File: config.mk
export PLATFORM = sky130hd
export DESIGN_NAME = mem_arbiter
export DESIGN_NICKNAME = d
export VERILOG_FILES = /design/src/rtl/mem_arbiter_pkg.sv /design/src/rtl/mem_arb_watchdog.sv /design/src/rtl/mem_arbiter.sv
export SDC_FILE = /design/constraint.sdc
export NUM_CORES = 1
export LEC_CHECK = 0
export CORE_ASPECT_RATIO = 1.75
export CORE_MARGIN = 8
export CORE_UTILIZATION = 40
export CTS_CLUSTER_DIAMETER = 40
export DETAILED_ROUTE_END_ITERATION = 10
export GPL_TIMING_DRIVEN = 0
export HOLD_SLACK_MARGIN = 0.08
export PLACE_DENSITY = 0.81
export SLEW_MARGIN = 5
export SYNTH_ARGS = -nofsm -noshare
export SYNTH_HDL_FRONTEND = slang
export SYNTH_SLANG_ARGS = --single-unit
File: constraint.sdc
create_clock -name clk -period 2.01 [get_ports clk]
set_input_delay 0.402 -clock clk [delete_from_list [all_inputs] [get_ports clk]]
set_output_delay 0.402 -clock clk [all_outputs]
set_load 0.02 [all_outputs]
File: src/rtl/mem_arbiter_pkg.sv
// Shared encodings for the instruction-fetch / datapath memory arbiter.
package mem_arbiter_pkg;
  typedef enum logic [1:0] {
    ST_IDLE    = 2'd0,
    ST_IF_BUSY = 2'd1,
    ST_DP_BUSY = 2'd2
  } arb_state_e;

  typedef enum logic {
    GRANT_IF = 1'b0,
    GRANT_DP = 1'b1
  } grant_e;

  localparam int DEF_AW = 32;
  localparam int DEF_DW = 32;
endpackage

File: src/rtl/mem_arb_watchdog.sv
// Busy-cycle counter for the arbiter; flags a memory access that has waited TIMEOUT cycles.
module mem_arb_watchdog #(
  parameter int TIMEOUT = 16
) (
  input  logic clk,
  input  logic rst_n,
  input  logic busy,
  input  logic ack,
  output logic expire
);
  localparam logic [7:0] LIMIT = 8'(TIMEOUT - 1);

  logic [7:0] cnt_q, cnt_d;

  // Held at zero while idle, so every grant starts counting from zero.
  always_comb begin
    cnt_d = cnt_q;
    if (!busy) begin
      cnt_d = '0;
    end else if (!ack) begin
      cnt_d = cnt_q + 8'd1;
    end
  end

  always_ff @(posedge clk or negedge rst_n) begin
    if (!rst_n) begin
      cnt_q <= '0;
    end else begin
      cnt_q <= cnt_d;
    end
  end

  assign expire = busy && !ack && (cnt_q == LIMIT);
endmodule

File: src/rtl/mem_arbiter.sv
// Two-requester (fetch / datapath) single-port memory arbiter with alternating priority.
// Optional watchdog and sticky err output are enabled with `define MEM_ARB_TIMEOUT_EN.
module mem_arbiter
  import mem_arbiter_pkg::*;
#(
  parameter int AW      = DEF_AW,
  parameter int DW      = DEF_DW,
  parameter int TIMEOUT = 16
) (
  input  logic          clk,
  input  logic          start_up_n,
  input  logic          if_req,
  input  logic [AW-1:0] if_addr,
  output logic          if_ack,
  output logic [DW-1:0] if_rdata,
  input  logic          dp_req,
  input  logic          dp_we,
  input  logic [AW-1:0] dp_addr,
  input  logic [DW-1:0] dp_wdata,
  output logic          dp_ack,
  output logic [DW-1:0] dp_rdata,
  output logic          mem_req,
  output logic          mem_we,
  output logic [AW-1:0] mem_addr,
  output logic [DW-1:0] mem_wdata,
  input  logic          mem_ack,
  input  logic [DW-1:0] mem_rdata,
  output logic          stall
`ifdef MEM_ARB_TIMEOUT_EN
  ,
  output logic          err
`endif
);
  if ((TIMEOUT < 2) || (TIMEOUT > 255)) begin : g_bad_timeout
    $error("mem_arbiter: TIMEOUT must lie in 2..255");
  end

  arb_state_e    state_q, state_d;
  grant_e        last_grant_q, last_grant_d;
  logic          mem_req_q, mem_req_d;
  logic          mem_we_q, mem_we_d;
  logic [AW-1:0] mem_addr_q, mem_addr_d;
  logic [DW-1:0] mem_wdata_q, mem_wdata_d;
  logic          if_ack_q, if_ack_d;
  logic          dp_ack_q, dp_ack_d;
  logic [DW-1:0] if_rdata_q, if_rdata_d;
  logic [DW-1:0] dp_rdata_q, dp_rdata_d;
  logic          if_pend, dp_pend, pick_dp, expire;

  // A request still high in its own ack cycle is the finished one, not a new one.
  assign if_pend = if_req && !if_ack_q;
  assign dp_pend = dp_req && !dp_ack_q;
  assign pick_dp = dp_pend && (!if_pend || (last_grant_q == GRANT_IF));

`ifdef MEM_ARB_TIMEOUT_EN
  logic err_q, err_d;

  mem_arb_watchdog #(
    .TIMEOUT(TIMEOUT)
  ) u_watchdog (
    .clk   (clk),
    .rst_n (start_up_n),
    .busy  (state_q != ST_IDLE),
    .ack   (mem_ack),
    .expire(expire)
  );
`else
  assign expire = 1'b0;
`endif

  always_comb begin
    state_d      = state_q;
    last_grant_d = last_grant_q;
    mem_req_d    = mem_req_q;
    mem_we_d     = mem_we_q;
    mem_addr_d   = mem_addr_q;
    mem_wdata_d  = mem_wdata_q;
    if_ack_d     = 1'b0;
    dp_ack_d     = 1'b0;
    if_rdata_d   = if_rdata_q;
    dp_rdata_d   = dp_rdata_q;
`ifdef MEM_ARB_TIMEOUT_EN
    err_d        = err_q;
`endif
    case (state_q)
      ST_IDLE: begin
        if (pick_dp) begin
          state_d      = ST_DP_BUSY;
          last_grant_d = GRANT_DP;
          mem_req_d    = 1'b1;
          mem_we_d     = dp_we;
          mem_addr_d   = dp_addr;
          mem_wdata_d  = dp_wdata;
        end else if (if_pend) begin
          state_d      = ST_IF_BUSY;
          last_grant_d = GRANT_IF;
          mem_req_d    = 1'b1;
          mem_we_d     = 1'b0;
          mem_addr_d   = if_addr;
        end
      end
      ST_IF_BUSY, ST_DP_BUSY: begin
        // A watchdog expiry completes the access with zero data.
        if (mem_ack || expire) begin
          state_d   = ST_IDLE;
          mem_req_d = 1'b0;
          if (state_q == ST_IF_BUSY) begin
            if_ack_d   = 1'b1;
            if_rdata_d = mem_ack ? mem_rdata : '0;
          end else begin
            dp_ack_d   = 1'b1;
            dp_rdata_d = mem_ack ? mem_rdata : '0;
          end
`ifdef MEM_ARB_TIMEOUT_EN
          if (!mem_ack) begin
            err_d = 1'b1;
          end
`endif
        end
      end
      default: state_d = ST_IDLE;
    endcase
  end

  always_ff @(posedge clk or negedge start_up_n) begin
    if (!start_up_n) begin
      state_q      <= ST_IDLE;
      last_grant_q <= GRANT_DP;
      mem_req_q    <= 1'b0;
      mem_we_q     <= 1'b0;
      mem_addr_q   <= '0;
      mem_wdata_q  <= '0;
      if_ack_q     <= 1'b0;
      dp_ack_q     <= 1'b0;
      if_rdata_q   <= '0;
      dp_rdata_q   <= '0;
`ifdef MEM_ARB_TIMEOUT_EN
      err_q        <= 1'b0;
`endif
    end else begin
      state_q      <= state_d;
      last_grant_q <= last_grant_d;
      mem_req_q    <= mem_req_d;
      mem_we_q     <= mem_we_d;
      mem_addr_q   <= mem_addr_d;
      mem_wdata_q  <= mem_wdata_d;
      if_ack_q     <= if_ack_d;
      dp_ack_q     <= dp_ack_d;
      if_rdata_q   <= if_rdata_d;
      dp_rdata_q   <= dp_rdata_d;
`ifdef MEM_ARB_TIMEOUT_EN
      err_q        <= err_d;
`endif
    end
  end

  assign mem_req   = mem_req_q;
  assign mem_we    = mem_we_q;
  assign mem_addr  = mem_addr_q;
  assign mem_wdata = mem_wdata_q;
  assign if_ack    = if_ack_q;
  assign dp_ack    = dp_ack_q;
  assign if_rdata  = if_rdata_q;
  assign dp_rdata  = dp_rdata_q;
  assign stall     = if_pend || dp_pend;
`ifdef MEM_ARB_TIMEOUT_EN
  assign err       = err_q;
`endif
endmodule

==> qor.yml, run 1 <==
cpLargestDelayFamily: "buffers and inverters"
grt_usage: 0.198
ys_ff_latch: 135
seqPwrFrac: 0.302
cts_setup_buffers: 0
clock_tree.root_cell: "clkbuf_16"
ant_nets: 0
status: "finished, final reports clean"
dp_hpwl_mm: 14.1
fin_ws_ns: 0.0886
sw_frac_of_total: 0.376
critical_path.slowest_cell: "clkdlybuf4s50_1"
synth_ff_type: "dfrtp_1"
via_per_inst: 4.86
h-tree-depth: 4
drcViolationCount: 0
crit_start: "dp_req"
crit_fanout: 5
maxCapViolCount: 0
clkSinkCount: 135
fin_crit_ns: 1.92
crit_type: "in2out"
synth_most_common_cell: "nand2_1"
grt_pass1_wl_mm: 28.0
path_cells: "clkdlybuf4s50_1, or2b_1, nand2_1, buf_2"
p_sw_mw: 6.02
cp.arrival_ns: 1.52
via_count: 4664
finalMaxSlewViolations: 0
fp.dieH_um: 171
crit_required_ns: 1.61
tightest_slew_ns: 0.663
fin_skew_ns: 0.00984
avgRoutedWirePerCell_um: 18.9
synth.net_count: 619
yosys.area.top_type: "dfrtp_1"
worstSetupEndpointType: "output pin"
internal_power_mw: 10.0
cts_tree: "done"
synth-seq-area-share: 0.612
post-route-util: 0.659
drtPass1Iterations: 4
r2r_end: "mem_addr[28]"
ys_top_cells_by_count: "nand2_1, dfrtp_1, mux2_2"
synth.avg_cell_area_sq_um: 11.4
worst-r2r-setup-slack_ns: 0.21
hold_violations: 0
antenna_found_initial: 0
synth_edf_count: 0
slowest_delay_ns: 0.47
drt_iter0_markers: 156
hold_start: "dp_rdata[23]"
nNetsFinal: 906
place_ws_ns: -0.362
worstHoldPathCells: 2
comb_power_share: 0.507
setup_violations: 0
dieWidth_um: 105
numCtsBuffers: 17
synth.top_cells.by_area: "dfrtp_1, nand2_1, mux2_4"
fmax_mhz: 520
clockBufferDepth: 2
path_buf_inv: 2
row_count: 57
start_util: 0.403
hold_end: "dp_rdata[23]"
fp.coreArea_sq_mm: 0.0137
drive_gt1_frac: 0.155
grt_pass1_vias: 5164
setup-tns-final_ns: 0
min_path_type: "reg2reg"
gp_congestion: 0.833
reg2reg_from: "state_q[0]"
gr-total-overflow: 0
r2r_cells: 6
syn_inst: 483
wirelength_mm: 18.1
syn_area_sq_mm: 0.00552
min_period_over_period: 0.956
powerDensity_mw_per_mm2: 1780
yosys.area.top_type_share: 0.607
ys_warn_count: 0
leakage_nw: 4.06
die_area_sq_mm: 0.0180
diodes: 0
port_buffers: 266
clock_latency_ns: 0.40
rsz0062_at_grt: "false"
peakVddDrop_mv: 1.18
area_growth_pct: 63.4
io_pins: 267
pwr-share-clk: 0.191
synth_async_sr_flop_share: 1.00
critPathLaunchType: "primary input"
grt_max_degree: 71
clk_pin_slew_worst_paths_ns: 0.06
max-slew-margin-rel: 0.558
post_synth_num_cell_types: 27
## cell usage in the layout (no fill, tap or decap), drive strengths merged
| cell | instances |
|---|---|
| clkdlybuf4s50 | 264 |
| nand2 | 166 |
| dfrtp | 134 |
| mux2 | 64 |
| nor2 | 33 |
| a31oi | 33 |
| clkbuf | 26 |
| buf | 23 |
| inv | 7 |
| clkinv | 6 |
| nand3b | 2 |
| nand2b | 2 |
| nand4 | 2 |
| o21ai | 2 |
| nand3 | 2 |
| ha | 2 |
| bufinv | 2 |
| clkinvlp | 2 |
| nor2b | 2 |
| or2b | 1 |
| and2 | 1 |
| o211ai | 1 |
| a21boi | 1 |
| o2bb2ai | 1 |
| o22ai | 1 |
| dlygate4sd3 | 1 |
| dfstp | 1 |
## per-stage QoR
stage,instance area (sq um),instances,hold slack [ns],power (mW)
after CTS,9020,959,0.477,16.2
after floorplan,5520,483,0.106,9.12
final,9020,959,0.474,16.0
after global routing,9020,959,0.501,16.9
after global placement,8410,926,0.460,12.8
after detailed placement,8430,927,0.444,13.1
## worst max-delay path by stage
stage,to,slack [ns],cells past startpoint
after floorplan,mem_wdata[0],0.42,6
after global placement,if_rdata[19],-4.57,1
after detailed placement,stall,-0.36,4
after CTS,stall,0.08,4
after global routing,stall,0.02,4
final,stall,0.09,4
## logic make-up (layout without fill, tap and decap cells)
| group | Yosys count | in the layout | share of synthesized area |
|---|---|---|---|
| multiplexers | 64 | 64 | 0.150 |
| flip-flops | 135 | 135 | 0.612 |
| AND/OR/NAND/NOR | 211 | 211 | 0.153 |
| adder cells (fa/ha/maj) | 2 | 2 | 0.00453 |
| AO/OA/AOI/OAI | 39 | 39 | 0.0453 |
| buffers and inverters | 32 | 331 | 0.0360 |
## timing repair
item                       CTS  global route
gates resized for setup      4             0
setup endpoints to repair    1             0
hold endpoints to repair    68             0
hold buffers                 1             0
## power groups by stage
stage          clock network, mW  logic [mW]  registers, mW
2_1_floorplan                  0        2.69           6.43
3_3_place_gp                   0        8.02           4.77
3_5_place_dp                   0        8.21           4.87
4_1_cts                     3.12        8.25           4.84
5_1_grt                     3.23        8.66           5.00
6_report                    3.06        8.13           4.84
## layer usage
layer	wire length, um	up-vias	track usage	part of all wire
met4	618	0	0.0886	0.034
met2	9890	193	0.368	0.55
met3	1250	38	0.0641	0.069
met1	6360	2260	0.196	0.35
met5	0	-	0	0
li1	-	2173	-	-
## tightest hold or removal path: cells and delay by family, from the launching register on
| family | cells | cell delay, ns |
|---|---|---|
| simple gates | 2 | 0.11 |
| flops | 1 | 0.34 |
## flip-flops by register name, indices dropped and copies added, names as in the netlist
name / count
dp_rdata: 32
if_rdata: 32
mem_addr: 32
mem_wdata: 32
state_q: 2
dp_ack: 1
if_ack: 1
last_grant_q: 1
mem_req: 1
mem_we: 1
## cell type report
class	count	area, sq um
buffer	26	176
clock buffer	20	457
clock inverter	11	125
fill	1034	4670
inverter	6	22.5
multi-input combinational	316	1940
sequential	135	3380
tap	177	221
timing repair buffer	268	2700
No activity file was read; power rests on OpenSTA's default activity.
==> run 2: changes to the inputs <==
--- a/config.mk
+++ b/config.mk
@@ -5,15 +5,16 @@
 export SDC_FILE = /design/constraint.sdc
 export NUM_CORES = 1
 export LEC_CHECK = 0
+export CELL_PAD_IN_SITES_DETAIL_PLACEMENT = 1
+export CELL_PAD_IN_SITES_GLOBAL_PLACEMENT = 1
 export CORE_ASPECT_RATIO = 1.75
 export CORE_MARGIN = 8
-export CORE_UTILIZATION = 40
+export CORE_UTILIZATION = 30
 export CTS_CLUSTER_DIAMETER = 40
 export DETAILED_ROUTE_END_ITERATION = 10
 export GPL_TIMING_DRIVEN = 0
 export HOLD_SLACK_MARGIN = 0.08
 export PLACE_DENSITY = 0.81
-export SLEW_MARGIN = 5
 export SYNTH_ARGS = -nofsm -noshare
 export SYNTH_HDL_FRONTEND = slang
 export SYNTH_SLANG_ARGS = --single-unit
==> qor.yml, run 2 (synthesis results as in run 1) <==
rsz0062_at_grt: "false"
worstSetupEndpointType: "output pin"
cp.arrival_ns: 1.50  # -0.02 ns
die_area_sq_mm: 0.0232  # +29%
route.met2.wl_mm: 10.8  # +8.8%
top_layer_used: "met4"
nNetsFinal: 906  # unchanged
clk_pin_slew_worst_paths_ns: 0.06  # about the same
via_per_inst: 4.59  # -5.5%
regArea_sq_mm: 0.00338  # unchanged
ant_nets: 0  # unchanged
max-slew-margin-rel: 0.533  # -0.0248
cts_tree: "done"
peakVddDrop_mv: 0.847  # -28%
drcViolationCount: 0  # unchanged
grt_usage: 0.172  # -0.0264
fillers: 1947  # +88%
r2r_cells: 6  # unchanged
start_util: 0.306  # -0.0974
area_growth_pct: 66.0
wirelength_mm: 19.7  # +8.9%
dp_hpwl_mm: 15.0  # +5.9%
path_cells: "clkdlybuf4s50_1, or2b_1, nand2_1, buf_2"
final_common_cell: "clkdlybuf4s50_1"
wl_met3_mm: 1.45  # +15%
grt_pass1_vias: 5285  # +2.3%
finalMaxSlewViolations: 0  # unchanged
multiInputGateArea_sq_mm: 0.00194  # unchanged
numCtsBuffers: 17  # unchanged
crit_required_ns: 1.61  # about the same
crit_type: "in2out"
powerDensity_mw_per_mm2: 1790  # +0.98%
min_path_type: "reg2reg"
fin_cells: 1017  # +6.0%
crit_fanout: 5  # unchanged
cpLargestDelayFamily: "buffers and inverters"
grt_pass1_wl_mm: 31.1  # +11%
cts_setup_buffers: 0  # unchanged
path_buf_inv: 2  # unchanged
row_count: 65  # +14%
clkSinkCount: 135  # unchanged
h-tree-depth: 4  # unchanged
gr-total-overflow: 0  # unchanged
antenna_found_initial: 0  # unchanged
fin_crit_ns: 1.90  # -0.0180 ns
r2r_end: "mem_addr[1]"
met1Wirelength_mm: 7.12  # +12%
hold_start: "dp_rdata[0]"
clock_latency_ns: 0.41  # about the same
io_pins: 267  # unchanged
p_sw_mw: 6.05  # +0.47%
critical_path.slowest_cell: "clkdlybuf4s50_1"
worst-r2r-setup-slack_ns: 0.17  # -0.04 ns
avgRoutedWirePerCell_um: 19.4  # +2.7%
comb_power_share: 0.500  # -0.007
worstHoldPathCells: 2  # unchanged
status: "finished, final reports clean"
place_inst: 984  # +6.1%
sw_frac_of_total: 0.368  # -0.00770
place_ws_ns: -0.355  # +0.00732 ns
pwr-share-clk: 0.207  # +0.016
port_buffers: 266  # unchanged
leakage_nw: 4.10  # +0.92%
drtPass1Iterations: 4  # unchanged
seqPwrFrac: 0.293  # -0.009
layout_common_cells: "clkdlybuf4s50_1, nand2_1, dfrtp_1, mux2_2"
internal_power_mw: 10.4  # +3.8%
clock_tree.root_cell: "clkbuf_16"
hold_end: "dp_rdata[0]"
fin_ws_ns: 0.107  # +0.0180 ns
reg2reg_from: "state_q[0]"
drt_iter0_markers: 187  # +20%
min_period_over_period: 0.947  # -0.00896
critPathLaunchType: "primary input"
maxCapViolCount: 0  # unchanged
slowest_delay_ns: 0.46  # about the same
fp.dieH_um: 195  # +14%
clockBufferDepth: 2  # unchanged
tightest_slew_ns: 0.701  # +0.0371 ns
gp_congestion: 0.747  # -10%
diodes: 0  # unchanged
grt_max_degree: 70  # -1.4%
hold_violations: 0  # unchanged
setup_violations: 0  # unchanged
fin_skew_ns: 0.00431  # -0.00553 ns
dieWidth_um: 119  # +13%
via_count: 4673  # +0.19%
drive_gt1_frac: 0.155  # -0.000198
fmax_mhz: 525  # +0.95%
fp.coreArea_sq_mm: 0.0181  # +32%
run 2: worst reg2reg max path, cell delays in order, from the launching register on:
cell	delay, ns
dfrtp_1	0.40
inv_1	0.09
ha_1	0.39
a21boi_2	0.33
buf_4	0.24
buf_6	0.17
a31oi_1	0.10
run 2: power groups by stage:
stage	Combinational (mW)	Clock (mW)	Sequential, mW
floorplan	2.69	0	6.43
global placement	8.19	0	4.76
detailed placement	8.33	0	4.85
CTS	8.39	3.52	4.83
global route	8.79	3.63	4.99
finish	8.22	3.41	4.82
run 2: final cells by class:
| class | instances | share of cell area |
|---|---|---|
| Timing Repair Buffer | 268 | 0.294 |
| Buffer | 26 | 0.0193 |
| Clock buffer | 25 | 0.0563 |
| Tap cell | 234 | 0.0319 |
| Inverter | 6 | 0.00246 |
| Sequential cell | 135 | 0.369 |
| Clock inverter | 7 | 0.0150 |
| Multi-Input combinational cell | 316 | 0.212 |
run 2: per-stage QoR:
| stage | power, mW | util | TNS, ns | instance area [sq um] | hold slack [ns] |
|---|---|---|---|---|---|
| detailed placement | 13.2 | 0.471 | -2.43 | 8510 | 0.461 |
| CTS | 16.7 | 0.508 | 0 | 9160 | 0.476 |
| floorplan | 9.12 | - | 0 | 5520 | 0.106 |
| finish | 16.4 | 0.508 | 0 | 9160 | 0.470 |
| global route | 17.4 | 0.508 | 0 | 9160 | 0.493 |
| global placement | 13.0 | 0.470 | -709.98 | 8480 | 0.457 |
run 2: how the worst max path moves through the flow:
stage | startpoint | depth (start not counted) | slack (ns) | end
floorplan | if_ack | 6 | 0.42 | mem_wdata[0]
global placement | start_up_n | 1 | -5.27 | if_rdata[20]
detailed placement | dp_req | 4 | -0.35 | stall
CTS | dp_req | 4 | 0.09 | stall
global route | state_q[0] | 6 | 0.004 | mem_addr[1]
finish | dp_req | 4 | 0.11 | stall
run 2: routing by layer:
metal,GRT usage,vias to the layer above
met2,0.322,165
met5,0,-
met3,0.0661,24
met1,0.166,2324
met4,0.0617,0
li1,-,2160
run 2: timing repair:
action                                  4_1_cts  5_1_grt
endpoints found under the setup margin        1        0
endpoints found under the hold margin        67        0
gates resized for setup                       4        0
hold buffers                                  1        0
==> run 3: changes to the inputs <==
--- a/config.mk
+++ b/config.mk
@@ -5,6 +5,7 @@
 export SDC_FILE = /design/constraint.sdc
 export NUM_CORES = 1
 export LEC_CHECK = 0
+export CAP_MARGIN = 10
 export CELL_PAD_IN_SITES_DETAIL_PLACEMENT = 1
 export CELL_PAD_IN_SITES_GLOBAL_PLACEMENT = 1
 export CORE_ASPECT_RATIO = 1.75
@@ -18,3 +19,4 @@
 export SYNTH_ARGS = -nofsm -noshare
 export SYNTH_HDL_FRONTEND = slang
 export SYNTH_SLANG_ARGS = --single-unit
+export TNS_END_PERCENT = 20
==> results of run 3 <==
The final DEF is identical to that of run 2; final timing and power are the same.
